### src/rtl/irda_rx_deserializer_pkg.sv
// irda_pkg: shared FSM states and frame constants for the IrDA SIR receiver
package irda_pkg;
  typedef enum logic [1:0] {IDLE, START, DATA, STOP} state_t;
  localparam int OVERSAMPLE = 16;
  localparam int DATA_BITS = 8;
  localparam int NIBBLE_W = 4;
endpackage

### src/rtl/irda_rx_deserializer_if.sv
// irda_rx_deserializer_if: raw IR input plus decoded byte/nibble outputs
interface irda_rx_deserializer_if;
  import irda_pkg::*;
  logic ir_rxd;
  logic [DATA_BITS-1:0] rx_byte;
  logic rx_valid;
  logic frame_err;
  logic [NIBBLE_W-1:0] hex_hi;
  logic [NIBBLE_W-1:0] hex_lo;
  logic busy;
  modport master(output ir_rxd, input rx_byte, rx_valid, frame_err, hex_hi, hex_lo, busy);
  modport slave(input ir_rxd, output rx_byte, rx_valid, frame_err, hex_hi, hex_lo, busy);
endinterface

### src/rtl/irda_rx_deserializer_tick_gen.sv
// irda_tick_gen: oversample tick every DIV clocks, restartable by clr
module irda_tick_gen #(
  parameter int DIV = 10
) (
  input  logic clk,
  input  logic rst,
  input  logic clr,
  output logic tick
);
  localparam int W = $clog2(DIV);
  logic [W-1:0] cnt;
  assign tick = (cnt == W'(DIV - 1)) && !clr;
  // wrap after DIV-1, or restart so the next tick lands DIV clocks after clr
  always_ff @(posedge clk or posedge rst)
    if (rst) cnt <= '0;
    else cnt <= (clr || tick) ? '0 : cnt + 1'b1;
endmodule

### src/rtl/irda_rx_deserializer.sv
// irda_rx_deserializer: IrDA SIR 8N1 receiver feeding two nibble decoders; optional IRDA_RX_GLITCH_FILTER_EN
module irda_rx_deserializer
  import irda_pkg::*;
#(
  parameter int CLK_HZ = 50000000,
  parameter int BAUD = 9600,
  parameter int SYNC_STAGES = 2,
  parameter int MIN_PULSE_CYCLES = 4
) (
  input logic clk,
  input logic rst,
  irda_rx_deserializer_if.slave bus
);
  localparam int DIV = CLK_HZ / (BAUD * OVERSAMPLE);
  localparam int SW = $clog2(OVERSAMPLE);
  localparam int IW = $clog2(DATA_BITS);
  state_t state, state_nx;
  logic [SYNC_STAGES-1:0] sync;
  logic synced, pulse, start_ev, tick, win_end, flag, bit_val;
  logic [SW-1:0] sub;
  logic [IW-1:0] idx;
  logic [DATA_BITS-1:0] shift, rx_byte;
  logic [NIBBLE_W-1:0] hex_hi, hex_lo;
  logic rx_valid, frame_err;
  assign synced = sync[SYNC_STAGES-1];
  // synchroniser starts at the idle-high level so reset never fakes an edge
  always_ff @(posedge clk or posedge rst)
    if (rst) sync <= '1;
    else sync <= {sync[SYNC_STAGES-2:0], bus.ir_rxd};
`ifdef IRDA_RX_GLITCH_FILTER_EN
  localparam int LW = $clog2(MIN_PULSE_CYCLES + 1);
  logic [LW-1:0] low_cnt;
  assign pulse = !synced && (low_cnt == LW'(MIN_PULSE_CYCLES - 1));
  // count consecutive low clocks, saturating so one low period fires once
  always_ff @(posedge clk or posedge rst)
    if (rst) low_cnt <= '0;
    else low_cnt <= synced ? '0 : (low_cnt == LW'(MIN_PULSE_CYCLES)) ? low_cnt : low_cnt + 1'b1;
`else
  localparam int unused_min_pulse = MIN_PULSE_CYCLES;
  logic prev;
  assign pulse = prev && !synced;
  // previous synced level for falling-edge detection
  always_ff @(posedge clk or posedge rst)
    if (rst) prev <= 1'b1;
    else prev <= synced;
`endif
  assign start_ev = (state == IDLE) && pulse;
  assign win_end = tick && (sub == SW'(OVERSAMPLE - 1));
  assign bit_val = !(flag || pulse);
  irda_tick_gen #(.DIV(DIV)) u_tick (.clk(clk), .rst(rst), .clr(start_ev), .tick(tick));
  // state register
  always_ff @(posedge clk or posedge rst)
    if (rst) state <= IDLE;
    else state <= state_nx;
  // frame sequencing: start window, eight data windows, one stop window
  always_comb begin
    state_nx = state;
    state_nx = start_ev ? START :
               (state == START && win_end) ? DATA :
               (state == DATA && win_end && idx == IW'(DATA_BITS - 1)) ? STOP :
               (state == STOP && win_end) ? IDLE : state;
  end
  // window counters, pulse flag, shift register and output strobes
  always_ff @(posedge clk or posedge rst)
    if (rst) begin
      sub <= '0;
      idx <= '0;
      flag <= 1'b0;
      shift <= '0;
      rx_byte <= '0;
      hex_hi <= '0;
      hex_lo <= '0;
      rx_valid <= 1'b0;
      frame_err <= 1'b0;
    end else begin
      sub <= (start_ev || win_end) ? '0 : tick ? sub + 1'b1 : sub;
      idx <= (state == START) ? '0 : (state == DATA && win_end) ? idx + 1'b1 : idx;
      flag <= (win_end || state == IDLE) ? 1'b0 : flag || (pulse && (state == DATA || state == STOP));
      if (state == DATA && win_end) shift <= {bit_val, shift[DATA_BITS-1:1]};
      rx_valid <= (state == STOP) && win_end && bit_val;
      frame_err <= (state == STOP) && win_end && !bit_val;
      if (state == STOP && win_end && bit_val) begin
        rx_byte <= shift;
        hex_hi <= shift[DATA_BITS-1:NIBBLE_W];
        hex_lo <= shift[NIBBLE_W-1:0];
      end
    end
  assign bus.rx_byte = rx_byte;
  assign bus.hex_hi = hex_hi;
  assign bus.hex_lo = hex_lo;
  assign bus.rx_valid = rx_valid;
  assign bus.frame_err = frame_err;
  assign bus.busy = state != IDLE;
endmodule

### src/flat_wrapper.sv
// flat-port wrapper written by rule: the top's interface ports become plain ports
module irda_rx_deserializer_flat import irda_pkg::*;
#(
  parameter int CLK_HZ = 50000000,
  parameter int BAUD = 9600,
  parameter int SYNC_STAGES = 2,
  parameter int MIN_PULSE_CYCLES = 4
)
  (clk, rst, bus_ir_rxd, bus_rx_byte, bus_rx_valid, bus_frame_err, bus_hex_hi, bus_hex_lo, bus_busy);
  irda_rx_deserializer_if bus_i ();
  input logic clk;
  input logic rst;
  input wire logic [$bits(bus_i.ir_rxd)-1:0] bus_ir_rxd;
  output wire logic [$bits(bus_i.rx_byte)-1:0] bus_rx_byte;
  output wire logic [$bits(bus_i.rx_valid)-1:0] bus_rx_valid;
  output wire logic [$bits(bus_i.frame_err)-1:0] bus_frame_err;
  output wire logic [$bits(bus_i.hex_hi)-1:0] bus_hex_hi;
  output wire logic [$bits(bus_i.hex_lo)-1:0] bus_hex_lo;
  output wire logic [$bits(bus_i.busy)-1:0] bus_busy;
  assign bus_i.ir_rxd = bus_ir_rxd;
  assign bus_rx_byte = bus_i.rx_byte;
  assign bus_rx_valid = bus_i.rx_valid;
  assign bus_frame_err = bus_i.frame_err;
  assign bus_hex_hi = bus_i.hex_hi;
  assign bus_hex_lo = bus_i.hex_lo;
  assign bus_busy = bus_i.busy;
  irda_rx_deserializer #(.CLK_HZ(CLK_HZ), .BAUD(BAUD), .SYNC_STAGES(SYNC_STAGES), .MIN_PULSE_CYCLES(MIN_PULSE_CYCLES)) u_core (.clk(clk), .rst(rst), .bus(bus_i));
endmodule
### config.mk
export PLATFORM = sky130hd
export DESIGN_NAME = irda_rx_deserializer_flat
export DESIGN_NICKNAME = d
export VERILOG_FILES = /design/src/rtl/irda_rx_deserializer_pkg.sv /design/src/rtl/irda_rx_deserializer_if.sv /design/src/rtl/irda_rx_deserializer_tick_gen.sv /design/src/rtl/irda_rx_deserializer.sv /design/src/flat_wrapper.sv
export SDC_FILE = /design/constraint.sdc
export NUM_CORES = 1
export LEC_CHECK = 0
export BUFFER_PORTS_ARGS = -buffer_cell sky130_fd_sc_hd__buf_4
export CAP_MARGIN = 20
export CORE_AREA = 2 2 65 67
export DETAILED_ROUTE_END_ITERATION = 8
export DIE_AREA = 0 0 67 69
export GPL_TIMING_DRIVEN = 0
export PLACE_DENSITY = 0.67
export SYNTH_ARGS = -nofsm -noshare
export SYNTH_HDL_FRONTEND = slang
export SYNTH_SLANG_ARGS = --single-unit
### constraint.sdc
create_clock -name clk -period 2.3 [get_ports clk]
set_input_delay 0.46 -clock clk [delete_from_list [all_inputs] [get_ports clk]]
set_output_delay 0.46 -clock clk [all_outputs]
set_load 0.01 [all_outputs]
# --- Yosys cells after proc, flatten, opt, wreduce, memory -nomap -nowiden ---
# Cells that the tools add are included.
# Widths: inputs -> output; s select.
totals:
  ramBits: 0
  regBits: 48
  mem_bits_ro: 0
  wordCells: 57
  out_inout_bits: 19
  input_bits: 3
  latchBits: 0
  mem_count: 0
op_classes:
  reduce_logical: 25
  n_mul: 0
  n_lt_le_gt_ge: 0
  eq_ne: 6
  n_bitwise: 0
  n_mux: 10
  div_mod_pow: 0
  addsub: 3
  n_shift: 0
op_table:
  columns: ["op", "n"]
  rows:
  - ["$logic_and 1x1->1", 11]
  - ["$add 9x1->9 const B", 1]
  - ["$eq 9x9->1 const B", 1]
  - ["$mux 9", 1]
  - ["$mux 2", 4]
  - ["$mux 4", 2]
  - ["$logic_or 1x1->1", 6]
  - ["$mux 3", 2]
  - ["$reduce_bool 2->1", 3]
  - ["$add 4x1->4 const B", 1]
  - ["$eq 2x2->1 const B", 2]
  - ["$eq 4x4->1 const B", 1]
  - ["$reduce_bool 4->1", 1]
  - ["$add 3x1->3 const B", 1]
  - ["$eq 3x3->1 const B", 1]
  - ["$logic_not 1->1", 3]
  - ["$eq 2x1->1 const B", 1]
  - ["$logic_not 2->1", 1]
  - ["$mux 1", 1]

# --- Depth between registers and ports, before layout ---
# Gate-level depths: netlist (run 1).
logic_depth:
  depth_word: 11
  ltp_mapped: 7

# --- Hierarchy ---
# From an unflattened synthesis (run 1), not the netlist that was laid out.
unflattened:
  cells_unflattened: 156
  hier_area_um2: 1850.5
by_module_without_submodules:
  columns: ["module", "cells_each", "area_per_inst_um2", "instances"]
  rows:
  - ["irda_rx_deserializer", 107, 1380.1, 1]
  - ["irda_tick_gen", 49, 470.5, 1]

# --- Worst setup path after synthesis (run 1) ---
# No wires, ideal clock.
synth_timing:
  kind: "register to register"
  startpoint: "register u_core.sub[0]"
  endpoint: "register u_core.shift[0]"
  setup_ns: 0.125
  path_stages_with_launch: 6
  n_path_buf: 0
  synth_period_minus_slack_ns: 1.755
  slack_ns: 0.545
  arrival_ns: 1.630
  cell_sequence: "dfrtp_1 -> ha_1 -> and3_4 -> and2_4 -> nor3b_4 -> mux2_2"
synth_via:
  elab_chain_cells: 3
synth_rtl:
  columns: ["element", "line", "source"]
  rows:
  - ["start, declared", "irda_rx_deserializer.sv:20", "logic [SW-1:0] sub;"]
  - ["start signal, assigned", "irda_rx_deserializer.sv:76", "sub <= (start_ev || win_end) ? '0 : tick ? sub + 1'b1 : sub;"]
  - ["$eq 4x4->1", "irda_rx_deserializer.sv:48", "assign win_end = tick && (sub == SW'(OVERSAMPLE - 1));"]
  - ["$logic_and 1x1->1", "irda_rx_deserializer.sv:48", null]
  - ["$logic_and 1x1->1", "irda_rx_deserializer.sv:79", "if (state == DATA && win_end) shift <= {bit_val, shift[DATA_BITS-1:1]};"]
  - ["end signal, assigned", "irda_rx_deserializer.sv:79", null]
  - ["end, declared", "irda_rx_deserializer.sv:22", "logic [DATA_BITS-1:0] shift, rx_byte;"]
# Every way passes these cells.
# A chain may end at the register's enable or synchronous reset.

# --- Final worst setup path (run 1) ---
layout_timing:
  startpoint: "register u_core.sub[0]"
  endpoint: "register u_core.shift[5]"
# Same word-level chain as after synthesis.

==> flow_summary.json, run 1 <==
{
  "drt-pass1-iter-count": 4,
  "synth_area_um2": 1860,
  "cts_setup_buffers": 0,
  "end_kind": "flip-flop",
  "ios": 22,
  "first_global_vias": 1273,
  "synth_area_leaders": "dfrtp_1 50%, mux2_2 9.7%, dfstp_2 4.2%, ha_1 3.4%, buf_4 3.2%",
  "synth_common_cells": "37 x dfrtp_1, 16 x mux2_2, 10 x nor2_1, 9 x nand2_1, 8 x buf_4",
  "grt_pass1_wl_um": 5810,
  "wirelength_um": 3360,
  "postCtsResizedCells": 0,
  "hp-class": "in2reg",
  "rsz0062_at_grt": "false",
  "area_growth_pct": 17.6,
  "cts_tree": "built",
  "antenna_found_initial": 0,
  "grt_use_total": 0.164,
  "dpl_cell_area_um2": 2080,
  "cts_buffers": 5,
  "synth_top_area_frac": 0.498,
  "via_count": 1220,
  "async_flop_share": 1.00,
  "outcome": "finished clean",
  "powerDensity_nw_per_um2": 743,
  "fp.dieW_um": 67,
  "num-fill-cells": 348,
  "synthDistinctLibCells": 39,
  "slew_headroom": 0.454,
  "drv_cap": 0,
  "die_h_um": 69,
  "cts-root-buf": "clkbuf_8",
  "avgSynthCellArea_um2": 12.1,
  "fin_skew_ns": 0.00818,
  "multi_input_area_um2": 748,
  "ctsHoldBuffers": 0,
  "gp_congestion": 0.740,
  "setup_viol": 0,
  "synth_seq_cells": 40,
  "post-route-min-period_ns": 1.96,
  "post-route-cell-area_um2": 2190,
  "arrival_ns": 2.14,
  "hold_viol_final": 0,
  "crit_type": "reg2reg",
  "tns_ns": 0,
  "max_freq_ghz": 0.511,
  "crit_required_ns": 2.48,
  "antenna_left": 0,
  "peakVddDrop_mv": 0.374,
  "regArea_um2": 1000,
  "synth_fp_nets": 162,
  "clkLatencyLatePin_ns": 0.29,
  "ys_warn_count": 0,
  "grt-ovfl-total": 0,
  "leakage_nw": 1.09,
  "drt-initial-drc-count": 64,
  "drc": 0,
  "final_nets": 190,
  "start_util": 0.475,
  "synth_cells": 154,
  "port_buffers": 21,
  "min_period_over_period": 0.852,
  "avgRoutedWirePerCell_um": 14.4,
  "row_count": 23,
  "cts.path.max_buffers": 2,
  "ys.flop_type": "dfrtp_1",
  "layout-drive-gt1-share": 0.372,
  "slew_violations": 0,
  "die_area_um2": 4620,
  "start_kind": "flip-flop",
  "clk_pin_slew_ns": 0.08,
  "synth.most_common_cell": "dfrtp_1",
  "yosys.area.top_type": "dfrtp_1",
  "synth_seq_area_share": 0.540,
  "n_antenna_cell": 0,
  "worst_pin_slew_ns": 0.817,
  "path_max_fanout": 8,
  "clock_sink_count": 40,
  "fp.coreArea_um2": 3910,
  "dp_hpwl_um": 2300,
  "synth_edf_count": 0,
  "grt_max_degree": 41,
  "cts-htree-levels": 2,
  "routed_via_density": 5.24
}
-- area by class of cell --
type,instances,area share
Buffer,13,0.0406
Tap cell,50,0.0286
Timing Repair Buffer,21,0.0720
Inverter,5,0.00858
Clock buffer,6,0.0332
Multi-Input combinational cell,96,0.342
Clock inverter,2,0.0160
Sequential cell,40,0.459
-- cells by family (layout without fill, tap and decap cells) --
family          after synthesis  count (layout)  share of synthesized area
mux                          16              16                     0.0968
buf+inv                      18              47                     0.0578
simple gates                 49              49                      0.172
fa+ha+maj                     5               5                     0.0336
compound gates               18              18                     0.0619
xor+xnor                      8               8                     0.0377
flops                        40              40                      0.540
-- worst max-delay path, cell delays in order (launching register included) --
cell,delay [ns]
dfrtp_1,0.39
ha_1,0.24
and3_4,0.24
and2_4,0.18
nor3b_4,0.41
mux2_2,0.39
-- where the power goes --
| group | internal, mW | switching [mW] | total, mW |
|---|---|---|---|
| sequential | 0.766 | 0.0929 | 0.859 |
| combinational | 0.100 | 0.109 | 0.209 |
| clock | 0.322 | 0.237 | 0.559 |
-- worst paths after layout --
kind / startpoint / to / slack (ns) / depth (start not counted)
worst min-delay path: bus_ir_rxd / u_core.sync[0] / 0.27 / 1
max in group asynchronous: rst / u_core.u_tick.cnt[6] / 1.45 / 2
min in group asynchronous: rst / u_core.shift[3] / 0.33 / 2
worst max-delay path: u_core.sub[0] / u_core.shift[5] / 0.34 / 5
worst max register to register: u_core.sub[0] / u_core.shift[5] / 0.34 / 5
worst min register to register: u_core.sync[0] / u_core.sync[1] / 0.36 / 0
-- per-stage QoR --
stage | hold WS, ns | power, mW | worst slack (ns) | util | cells
final | 0.273 | 1.63 | 0.341 | 0.559 | 233
after global routing | 0.251 | 1.72 | 0.261 | 0.559 | 233
after CTS | 0.260 | 1.65 | 0.334 | 0.559 | 233
after global placement | 0.347 | 1.06 | 0.381 | 0.532 | 225
after floorplan | 0.345 | 1.02 | 0.545 | - | 154
after detailed placement | 0.347 | 1.08 | 0.348 | 0.532 | 225
-- metal layers --
metal | global-route usage | vias to the layer above | routed length [um]
li1 | - | 587 | -
met1 | 0.195 | 608 | 1510
met2 | 0.278 | 20 | 1670
met3 | 0.0555 | 5 | 142
met4 | 0.0454 | 0 | 41
met5 | 0 | - | 0
-- state kept, by name, indices dropped and copies added (netlist names) --
register	cells
u_core.idx	3
u_core.bus.rx_byte	1
u_core.u_tick.cnt	9
u_core.bus.rx_valid	1
u_core.sub	4
u_core.shift	8
u_core.bus.frame_err	1
u_core.prev	1
u_core.bus.hex_hi	4
u_core.bus.hex_lo	3
u_core.flag	1
u_core.state	2
u_core.sync	2
-- cells in the final DEF (no fill, tap or decap), types with 3 or more instances in the layout --
cell / synthesis / final
a21oi_1: 7 / 7
a22o_1: 4 / 4
buf_4: 8 / 29
clkbuf_1: 2 / 3
clkbuf_8: 0 / 5
dfrtp_1: 37 / 37
dfstp_2: 3 / 3
ha_1: 5 / 5
inv_1: 5 / 4
mux2_2: 16 / 16
nand2_1: 9 / 9
nand3_1: 7 / 7
nor2_1: 10 / 10
o21ai_0: 4 / 4
xor2_1: 6 / 6
(Power assumes the default switching activity.)
==> inputs of run 2 (changes only) <==
--- a/config.mk
+++ b/config.mk
@@ -12,6 +12,7 @@
 export DIE_AREA = 0 0 67 69
 export GPL_TIMING_DRIVEN = 0
 export PLACE_DENSITY = 0.67
+export REMOVE_ABC_BUFFERS = 1
 export SYNTH_ARGS = -nofsm -noshare
 export SYNTH_HDL_FRONTEND = slang
 export SYNTH_SLANG_ARGS = --single-unit
==> run 2 against run 1 <==
Compared with the run above:
- flip-flop and latch count is the same
- critical path depth grew 1
- wire length shrank 4.0%
- maximum frequency shrank 2.9%
- critical path type unchanged
- largest power group unchanged
- register-to-register slack lost 0.06 ns
- clock power shrank 13%
==> flow_summary.json, run 2 (synthesis gave the netlist of run 1 again) <==
{
  "arrival_ns": 2.20,
  "slew_violations": 0,
  "row_count": 23,
  "cp_num_buf_inv": 1,
  "grt-ovfl-total": 0,
  "cts-htree-levels": 2,
  "crit_chain": "inv_1, ha_1, nand4b_1, nand2b_2, nor3b_4, mux2_2",
  "ctsHoldBuffers": 0,
  "layout-drive-gt1-share": 0.341,
  "cts_buffers": 5,
  "fp.dieW_um": 67,
  "holdPathStages": 1,
  "max_freq_ghz": 0.496,
  "r2r_setup_slack_ns": 0.28,
  "final_core_util": 0.534,
  "grt_max_degree": 41,
  "hold_viol_final": 0,
  "crit_family": "simple AND/OR/NAND/NOR gates",
  "ios": 22,
  "clock_sink_count": 40,
  "end_kind": "flip-flop",
  "crit_type": "reg2reg",
  "drc": 0,
  "num-fill-cells": 369,
  "setup_viol": 0,
  "postCtsResizedCells": 0,
  "drv_cap": 0,
  "avgRoutedWirePerCell_um": 14.7,
  "fin_skew_ns": 0.00766,
  "grt_pass1_wl_um": 5640,
  "start_kind": "flip-flop",
  "antenna_found_initial": 0,
  "leakage_nw": 1.02,
  "cts_setup_buffers": 0,
  "use_met1": 0.201,
  "crit_end": "u_core.shift[1]",
  "final_nets": 177,
  "layout_commonest_cell": "dfrtp_1",
  "dp_hpwl_um": 2210,
  "reg_top3": "u_core.u_tick.cnt (9), u_core.shift (8)",
  "p_total_mw": 1.54,
  "clk_pin_slew_ns": 0.08,
  "path_max_fanout": 11,
  "fp.coreArea_um2": 3910,
  "drt-pass1-iter-count": 4,
  "drt-initial-drc-count": 39,
  "largest_register_ffs": 9,
  "tns_ns": 0,
  "largest-register": "u_core.u_tick.cnt",
  "powerDensity_nw_per_um2": 739,
  "met3_usage": 0.0457,
  "min_period_over_period": 0.877,
  "whs_ns": 0.270,
  "gp_congestion": 0.707,
  "peakVddDrop_mv": 0.421,
  "grt_use_total": 0.162,
  "cts-root-buf": "clkbuf_8",
  "grt.busiest_layer": "met2",
  "multi_input_area_um2": 748,
  "worst_pin_slew_ns": 0.841,
  "cp_slowest_stage_delay_ns": 0.44,
  "crit_required_ns": 2.48,
  "start_util": 0.475,
  "first_global_vias": 1214,
  "rsz0062_at_grt": "false",
  "antenna_left": 0,
  "worst_slack_ns": 0.283,
  "slew_headroom": 0.439,
  "clkLatencyLatePin_ns": 0.29,
  "die_h_um": 69,
  "r2r-start": "u_core.u_tick.cnt[0]",
  "startpoint": "u_core.u_tick.cnt[0]",
  "hp-class": "in2reg",
  "use_met2": 0.260,
  "area_growth_pct": 12.3,
  "outcome": "finished clean",
  "slowest_stage": "dfrtp_1",
  "place_ws_ns": 0.284,
  "via_count": 1193,
  "n_antenna_cell": 0,
  "r2r_cells": 6,
  "post-route-min-period_ns": 2.02,
  "cts_tree": "built",
  "cts.path.max_buffers": 2,
  "regArea_um2": 1000,
  "final_cell_mix": "37 x dfrtp_1, 21 x buf_4, 16 x mux2_2",
  "routed_via_density": 5.42,
  "die_area_um2": 4620,
  "reg2reg_to": "u_core.shift[1]",
  "port_buffers": 21,
  "wirelength_um": 3230,
  "crit_cells": 6
}
run 2: cell count changes in the layout (fill, tap and decap cells not counted), sizes merged:
| cell | before | now |
|---|---|---|
| buf | 32 | 21 |
| bufinv | 1 | 0 |
| clkbuf | 8 | 6 |
| clkinv | 1 | 0 |
| clkinvlp | 0 | 2 |
run 2: cell type report:
cell class | count | area share
clock buffer | 6 | 0.0395
clock inverter | 2 | 0.00719
inverter | 5 | 0.00898
multi-input combinational | 96 | 0.358
sequential | 40 | 0.481
tap | 50 | 0.0299
timing repair buffer | 21 | 0.0754
run 2: stage by stage:
step / std cells / cell area (um2)
2_1_floorplan: 141 / 1770
3_3_place_gp: 212 / 1990
3_5_place_dp: 212 / 1990
4_1_cts: 220 / 2090
5_1_grt: 220 / 2090
6_report: 220 / 2090
run 2: worst min-delay path by stage:
| stage | startpoint | to | slack [ns] |
|---|---|---|---|
| detailed placement | u_core.sync[0] | u_core.sync[1] | 0.35 |
| floorplan | u_core.sync[0] | u_core.sync[1] | 0.35 |
| global placement | u_core.sync[0] | u_core.sync[1] | 0.35 |
| finish | bus_ir_rxd | u_core.sync[0] | 0.27 |
| CTS | bus_ir_rxd | u_core.sync[0] | 0.26 |
| global route | bus_ir_rxd | u_core.sync[0] | 0.26 |
run 2: per-layer routing:
| metal | vias up | routed length (um) |
|---|---|---|
| met5 | - | 0 |
| met4 | 0 | 59 |
| met3 | 6 | 147 |
| met2 | 23 | 1630 |
| met1 | 609 | 1390 |
| li1 | 555 | - |
run 2: power by group:
group | switching, mW | total (mW) | internal [mW]
Clock | 0.247 | 0.489 | 0.243
Sequential | 0.0968 | 0.862 | 0.766
Combinational | 0.0949 | 0.193 | 0.0981
Total | 0.438 | 1.54 | 1.11
